**config.mk**
```make
export PLATFORM = sky130hd
export DESIGN_NAME = ex_mm_stage
export DESIGN_NICKNAME = d
export VERILOG_FILES = /design/src/rtl/ex_mm_stage.sv
export SDC_FILE = /design/constraint.sdc
export NUM_CORES = 1
export LEC_CHECK = 0
export BUFFER_PORTS_ARGS = -buffer_cell sky130_fd_sc_hd__buf_2
export CORE_ASPECT_RATIO = 1.75
export CORE_UTILIZATION = 35
export DETAILED_ROUTE_END_ITERATION = 10
export HOLD_SLACK_MARGIN = 0.05
export PLACE_DENSITY = 0.63
export RECOVER_POWER = 25
export SKIP_LAST_GASP = 1
export SLEW_MARGIN = 25
export SYNTH_ARGS = -nofsm -noshare
export SYNTH_HDL_FRONTEND = slang
export SYNTH_SLANG_ARGS = --single-unit
```
**constraint.sdc**
```tcl
create_clock -name clk -period 7.7 [get_ports clk]
set_input_delay 0.385 -clock clk [delete_from_list [all_inputs] [get_ports clk]]
set_output_delay 0.385 -clock clk [all_outputs]
set_load 0.05 [all_outputs]
```
**src/rtl/ex_mm_stage.sv**
```systemverilog
// ex_mm_stage: EX->MEM pipeline stage with a valid/ready elastic handshake.
//
// Registers the execute result, register-write request and memory-op descriptor
// into the memory stage. It also produces a registered one-cycle branch redirect
// pulse for the fetch PC mux.
//
// Parameters
//   XLEN  : data/address width
//   RA_W  : register-address width
//   MOP_W : memory-op code width (0 = no memory op)
//   SKID  : 1 = 2-entry skid buffer, registered ex_ready
//           0 = single register, combinational ex_ready
//   CNT_W : back-pressure counter width
//
// Ports
//   clk, rst (async, active-high), flush
//   ex_*     : upstream handshake (ex_valid/ex_ready) and payload
//   mm_*     : downstream handshake (mm_valid/mm_ready) and registered payload
//   redirect_valid / redirect_pc : registered fetch redirect
//   stall_cnt                    : saturating count of mm_valid && !mm_ready cycles

module ex_mm_stage #(
    parameter int unsigned XLEN  = 32,
    parameter int unsigned RA_W  = 5,
    parameter int unsigned MOP_W = 5,
    parameter int unsigned SKID  = 1,
    parameter int unsigned CNT_W = 16
) (
    input  logic             clk,
    input  logic             rst,
    input  logic             flush,
    input  logic             ex_valid,
    output logic             ex_ready,
    input  logic [RA_W-1:0]  ex_wa,
    input  logic             ex_we,
    input  logic [XLEN-1:0]  ex_wn,
    input  logic [MOP_W-1:0] ex_mem_e,
    input  logic [XLEN-1:0]  ex_mem_n,
    input  logic             ex_br_taken,
    input  logic [XLEN-1:0]  ex_br_pc,
    output logic             mm_valid,
    input  logic             mm_ready,
    output logic [RA_W-1:0]  mm_wa,
    output logic             mm_we,
    output logic [XLEN-1:0]  mm_wn,
    output logic [MOP_W-1:0] mm_mem_e,
    output logic [XLEN-1:0]  mm_mem_n,
    output logic             redirect_valid,
    output logic [XLEN-1:0]  redirect_pc,
    output logic [CNT_W-1:0] stall_cnt
);

    // Payload packing: {wa, we, wn, mem_e, mem_n}
    localparam int unsigned PW = RA_W + 1 + XLEN + MOP_W + XLEN;

    // Occupancy: EMPTY (M empty), ONE (M full), TWO (M and S full)
    localparam logic [1:0] StEmpty = 2'd0;
    localparam logic [1:0] StOne   = 2'd1;
    localparam logic [1:0] StTwo   = 2'd2;

    logic [1:0]       state_q, state_d;
    logic [PW-1:0]    m_q, m_d;
    logic [PW-1:0]    s_q, s_d;
    logic             ex_ready_q, ex_ready_d;
    logic             redirect_valid_q, redirect_valid_d;
    logic [XLEN-1:0]  redirect_pc_q, redirect_pc_d;
    logic [CNT_W-1:0] stall_cnt_q, stall_cnt_d;

    logic [PW-1:0]    in_pl;
    logic             acc;
    logic             xfer;

    logic [RA_W-1:0]  m_wa;
    logic             m_we;
    logic [XLEN-1:0]  m_wn;
    logic [MOP_W-1:0] m_mem_e;
    logic [XLEN-1:0]  m_mem_n;

    assign in_pl = {ex_wa, ex_we, ex_wn, ex_mem_e, ex_mem_n};
    assign {m_wa, m_we, m_wn, m_mem_e, m_mem_n} = m_q;

    assign mm_valid = (state_q != StEmpty);
    assign ex_ready = (SKID != 0) ? ex_ready_q : (!mm_valid || mm_ready);

    assign acc  = ex_valid && ex_ready && !flush;
    assign xfer = mm_valid && mm_ready;

    // Bubble-clean: side-effecting fields are forced to zero when no entry is held.
    assign mm_wa    = m_wa;
    assign mm_wn    = m_wn;
    assign mm_mem_n = m_mem_n;
    assign mm_we    = mm_valid && m_we;
    assign mm_mem_e = mm_valid ? m_mem_e : '0;

    assign redirect_valid = redirect_valid_q;
    assign redirect_pc    = redirect_pc_q;
    assign stall_cnt      = stall_cnt_q;

    always_comb begin
        state_d = state_q;
        m_d     = m_q;
        s_d     = s_q;

        if (SKID != 0) begin
            case (state_q)
                StEmpty: begin
                    if (acc) begin
                        m_d     = in_pl;
                        state_d = StOne;
                    end
                end
                StOne: begin
                    if (acc && xfer) begin
                        m_d = in_pl;
                    end else if (acc) begin
                        s_d     = in_pl;
                        state_d = StTwo;
                    end else if (xfer) begin
                        state_d = StEmpty;
                    end
                end
                StTwo: begin
                    // ex_ready is low here, so only a drain can happen
                    if (xfer) begin
                        m_d     = s_q;
                        state_d = StOne;
                    end
                end
                default: state_d = StEmpty;
            endcase
        end else begin
            if (acc) begin
                m_d     = in_pl;
                state_d = StOne;
            end else if (xfer) begin
                state_d = StEmpty;
            end
        end

        // Flush keeps M's last contents visible on the held-value outputs
        // rather than promoting the discarded skid entry.
        if (flush) begin
            state_d = StEmpty;
            m_d     = m_q;
            s_d     = '0;
        end
    end

    // Registered ready: low exactly while the skid register will be occupied.
    always_comb begin
        ex_ready_d = (state_d != StTwo);
    end

    always_comb begin
        redirect_valid_d = acc && ex_br_taken;
        redirect_pc_d    = redirect_valid_d ? ex_br_pc : redirect_pc_q;
    end

    always_comb begin
        stall_cnt_d = stall_cnt_q;
        if (mm_valid && !mm_ready && (stall_cnt_q != {CNT_W{1'b1}})) begin
            stall_cnt_d = stall_cnt_q + CNT_W'(1);
        end
    end

    always_ff @(posedge clk or posedge rst) begin
        if (rst) begin
            state_q          <= StEmpty;
            m_q              <= '0;
            s_q              <= '0;
            ex_ready_q       <= 1'b1;
            redirect_valid_q <= 1'b0;
            redirect_pc_q    <= '0;
            stall_cnt_q      <= '0;
        end else begin
            state_q          <= state_d;
            m_q              <= m_d;
            s_q              <= s_d;
            ex_ready_q       <= ex_ready_d;
            redirect_valid_q <= redirect_valid_d;
            redirect_pc_q    <= redirect_pc_d;
            stall_cnt_q      <= stall_cnt_d;
        end
    end

endmodule

```
# Yosys cells after proc, flatten, opt, wreduce, memory -nomap -nowiden

Index checks and enable logic that the tools add are counted.

Register bits after elaboration: 202
Bits of input ports: 113
Output and inout bits: 126
Logic and storage cells: 49

$add $sub $neg: 1
Eq/ne operators: 8
Mux-type cells: 15
Bitwise gates (word level): 1
Reductions and logical operators: 17

Operator list:

| operator                                            | number |
|---|---|
| two-way mux 75 bit                                  | 6 |
| one-hot mux 75 bit (3 select lines)                 | 1 |
| adder 16 x 1 -> 16 bit, second input constant       | 1 |
| != test 16 bit, second input constant               | 1 |
| two-way mux 2 bit                                   | 6 |
| != test 2 bit, second input constant                | 5 |
| logical AND 1 bit                                   | 8 |
| one-hot mux 2 bit (3 select lines)                  | 1 |
| nonzero test 2 bit                                  | 3 |
| two-way mux 5 bit                                   | 1 |
| AND reduction 5 bit                                 | 1 |
| AND reduction 3 bit                                 | 1 |
| nonzero test 3 bit                                  | 1 |
| equality test 2 x 1 -> 1 bit, second input constant | 1 |
| equality test 2 bit, second input constant          | 1 |
| logical NOT 1 bit                                   | 2 |
| logical NOT 2 bit                                   | 1 |
| inverter 1 bit                                      | 1 |

# Logic depth before layout (Yosys ltp)

Depth after elaboration: 8
Mapped depth: 6
Depth with buffers taken out: 5

# Least setup slack after synthesis

No wires, ideal clock.

Kind: register to register
Start point: register stall_cnt_q[0], in the netlist stall_cnt[0]
End point: register stall_cnt_q[14], in the netlist stall_cnt[14]
Library setup time: 0.143 ns
Data arrival time: 1.847 ns
Required time: 7.557 ns
Setup slack: 5.710 ns
Stages on the path, launching flop included: 6
Clock period less this slack: 1.990 ns
Cell sequence: dfrtp_1 ha_1 nand4_1 nor3_1 nand4_1 xnor2_1

Cells in the longest elaborated chain, start to end: 2
Elaborated cells between the ends (all ways): 3
Those cells by class: add/sub (1); eq/ne (1); reduce/logical (1)

Ends and longest elaborated chain:

| what                                                                           | line | source |
|---|---|---|
| from (decl)                                                                    | 67   | `logic [CNT_W-1:0] stall_cnt_q, stall_cnt_d;` |
| from (signal assigned)                                                         | 182  | `stall_cnt_q <= stall_cnt_d;` |
| parallel branches: the longest is 2 deep, another holds adder 16 x 1 -> 16 bit | n/a  |  |

Several ways; the timed one is not identified.
A chain may end at the register's enable or synchronous reset.

==> flow_summary.toml <==
[critical_path]
crit_chain = "buf_2, clkinvlp_2"
startpoint_type = "input port"
required_ns = 7.27
critPathMaxStageDelay_ns = 3.13
cp_slowest_cell = "clkinvlp_2"
worst-path-max-fanout = 128
r2r_cells = 4
reg2reg_slack_ns = 5.22
crit_buf_inv = 2
cp.depth = 2
end_kind = "async pin"
worst_ep_arrival_time_ns = 3.76
rr_startpoint = "state_q[1]$_DFF_PP0_"
worstReg2RegEnd = "m_q[37]$_DFFE_PP0P_"
startpoint = "rst"
crit_type = "in -> async"
path_delay_family = "buffers and inverters"

[layout]
final_cell_area_um2 = 11300
syn_to_final_growth_pct = 16.2
drive_above_1_share_pct = 41.5
n_antenna_cell = 0
n_fill_cell = 2632
nets = 1153
post-route-util_pct = 41.3

[floorplan]
dieArea_um2 = 28500
die_x_um = 128
coreArea_um2 = 27300
die_h_um = 222
pin_count = 239
start_util_pct = 35.6
fp-row-count = 80

[sta]
hold_viol = 0
setup_viol = 0
slew_headroom_pct = -284
finalSetupTns_ns = 0
max_freq_mhz = 239
min_period_ns = 4.19
finalCritPeriodShare_pct = 54.4
fin_skew_ns = 0.0112
maxSlewViolCount = 129
rsz0062_at_grt = "no"
worstMarginPinSlew_ns = 5.72

[synthesis]
synth_top_area_share_pct = 51.7
ys_seq_elements = 202
synth_nets = 990
ys_seq_area_share_pct = 52.0
synth_edf_count = 0
ys_types = 45
async_flop_share_pct = 100
yosysTopAreaCell = "dfrtp_1"
synth_area_leaders = "dfrtp_1, mux2_2, nand2_1"
syn_area_um2 = 9720
synthCells = 876
yosysWarnings = 0
avgSynthCellArea_um2 = 11.1
synth_ff_type = "dfrtp_1"

[clock_network]
cts.sinks = 202
clkTransAtPathRegs_ns = 0.06
cts_buffers = 20
clkLatencyLatePin_ns = 0.50
cts_max_path_buffers = 3
clockRootBuffer = "clkbuf_16"
cts_tree = "done"
cts-htree-levels = 1

[power]
ir_worst_vdd_mv = 0.169
power_density_nw_per_um2 = 279
power_leakage_nw = 5.52

[status]
failed_checks = "max-capacitance violations, max-slew violations"
outcome = "finished with violations"

[routing]
drc_errors = 0
routed_via_density = 4.67
drt_pass1_iterations = 4
vias = 6631
drt-total-wl_mm = 22.4
wire_per_inst_um = 15.8
drt_iter0_drc = 298
antenna_left = 0

[placement]
place.gp.congestion = 0.792
postPlaceCellArea_um2 = 10600
dp_hpwl_mm = 14.5
port_buffers = 238

[worst_hold_path]
min_path_type = "in -> reg"
whs_path_depth = 3
worstHoldEndpoint = "redirect_pc[25]$_DFFE_PP0P_"
min_from = "ex_br_pc[25]"

[grt]
grt_pass1_wl_mm = 35.9
grt_overflow = 0
grt_pass1_vias = 6953
track_usage_pct = 15.9
grt_max_degree = 129
antenna_found_initial = 0

[job]
drv_cap = 1
==> flip-flops by register name, summed over array words and instances (netlist names) <==
signal          count
m_q                75
s_q                75
redirect_pc        32
stall_cnt          16
state_q             2
ex_ready            1
redirect_valid      1
==> area by class of cell <==
type / count / area [µm²] / area share (%)
clock buffers: 27 / 568 / 5.03
repair buffers: 258 / 1370 / 12.1
clock inverters: 6 / 32.5 / 0.288
well taps: 369 / 462 / 4.09
multi-input cells: 552 / 3790 / 33.6
flip-flops and latches: 202 / 5060 / 44.8
inverters: 5 / 20.0 / 0.177
==> cells in the final DEF, fill, tap and decap left out, types with 7 or more instances in the layout <==
| master | n |
|---|---|
| clkbuf_1 | 8 |
| mux2_2 | 102 |
| a21oi_1 | 75 |
| dfrtp_1 | 201 |
| dlygate4sd3_1 | 10 |
| xnor2_1 | 9 |
| buf_2 | 234 |
| clkbuf_16 | 21 |
| mux2_4 | 50 |
| buf_4 | 9 |
| nor2b_1 | 7 |
| nand2_1 | 256 |
==> worst max path at each step <==
stage                                  endpoint  slack (ns)
global route                m_q[16]$_DFFE_PP0P_        2.56
finish                      s_q[50]$_DFFE_PP0P_        3.51
CTS                         m_q[37]$_DFFE_PP0P_        5.19
floorplan                    m_q[0]$_DFFE_PP0P_        1.81
global placement    redirect_pc[19]$_DFFE_PP0P_        5.03
detailed placement  redirect_pc[27]$_DFFE_PP0P_        5.02
==> cell usage after synthesis, types with 2 or more instances <==
cell,instances
a21oi_1,75
and2_1,4
and3_1,4
buf_12,5
buf_2,17
buf_4,69
buf_6,8
clkbuf_1,18
dfrtp_1,201
inv_1,5
mux2_2,102
mux2_4,50
nand2_1,256
nand3_1,5
nand4_1,4
nand4b_1,2
nor2_1,3
nor2b_1,7
nor3_1,2
nor3_2,2
o211ai_1,3
o21ai_0,2
xnor2_1,9
xor2_1,2
==> cell families after synthesis <==
family | Yosys count | share of synthesized area [%]
DFF | 202 | 52.0
xor gates and xnor gates | 11 | 0.991
AOI/OAI and AO/OA | 88 | 5.08
and+or+nand+nor | 298 | 13.0
buffers and inverters | 122 | 9.05
adders and majority gates | 1 | 0.129
muxes | 154 | 19.8
==> per-stage QoR <==
step / total power, mW / instances / hold slack, ns / setup WS [ns]
CTS: 3.20 / 1419 / 0.0503 / 5.19
global route: 3.30 / 1419 / 0.0581 / 2.56
global placement: 2.23 / 1376 / 0.456 / 5.03
finish: 3.15 / 1419 / 0.0774 / 3.51
detailed placement: 2.24 / 1376 / 0.458 / 5.02
floorplan: 2.13 / 876 / 0.473 / 1.81
==> routing by layer <==
layer	wire (µm)	track usage, %	share of wire, %	vias up
li1	-	-	-	3149
met5	0	0	0	-
met4	646	6.19	2.9	0
met1	9060	18.8	40	3247
met2	11500	28.5	51	198
met3	1240	2.70	5.5	37
==> power by group <==
group	internal (mW)	total [mW]	switching, mW
logic	0.275	0.926	0.651
registers	1.20	1.29	0.0923
clock network	0.516	0.931	0.415
==> timing repair <==
action                    CTS  global route
hold buffers               10             0
hold endpoints to repair   10             0
gates resized for setup     0             0
setup buffers               0             0
Power figures use the tool's default switching activity.
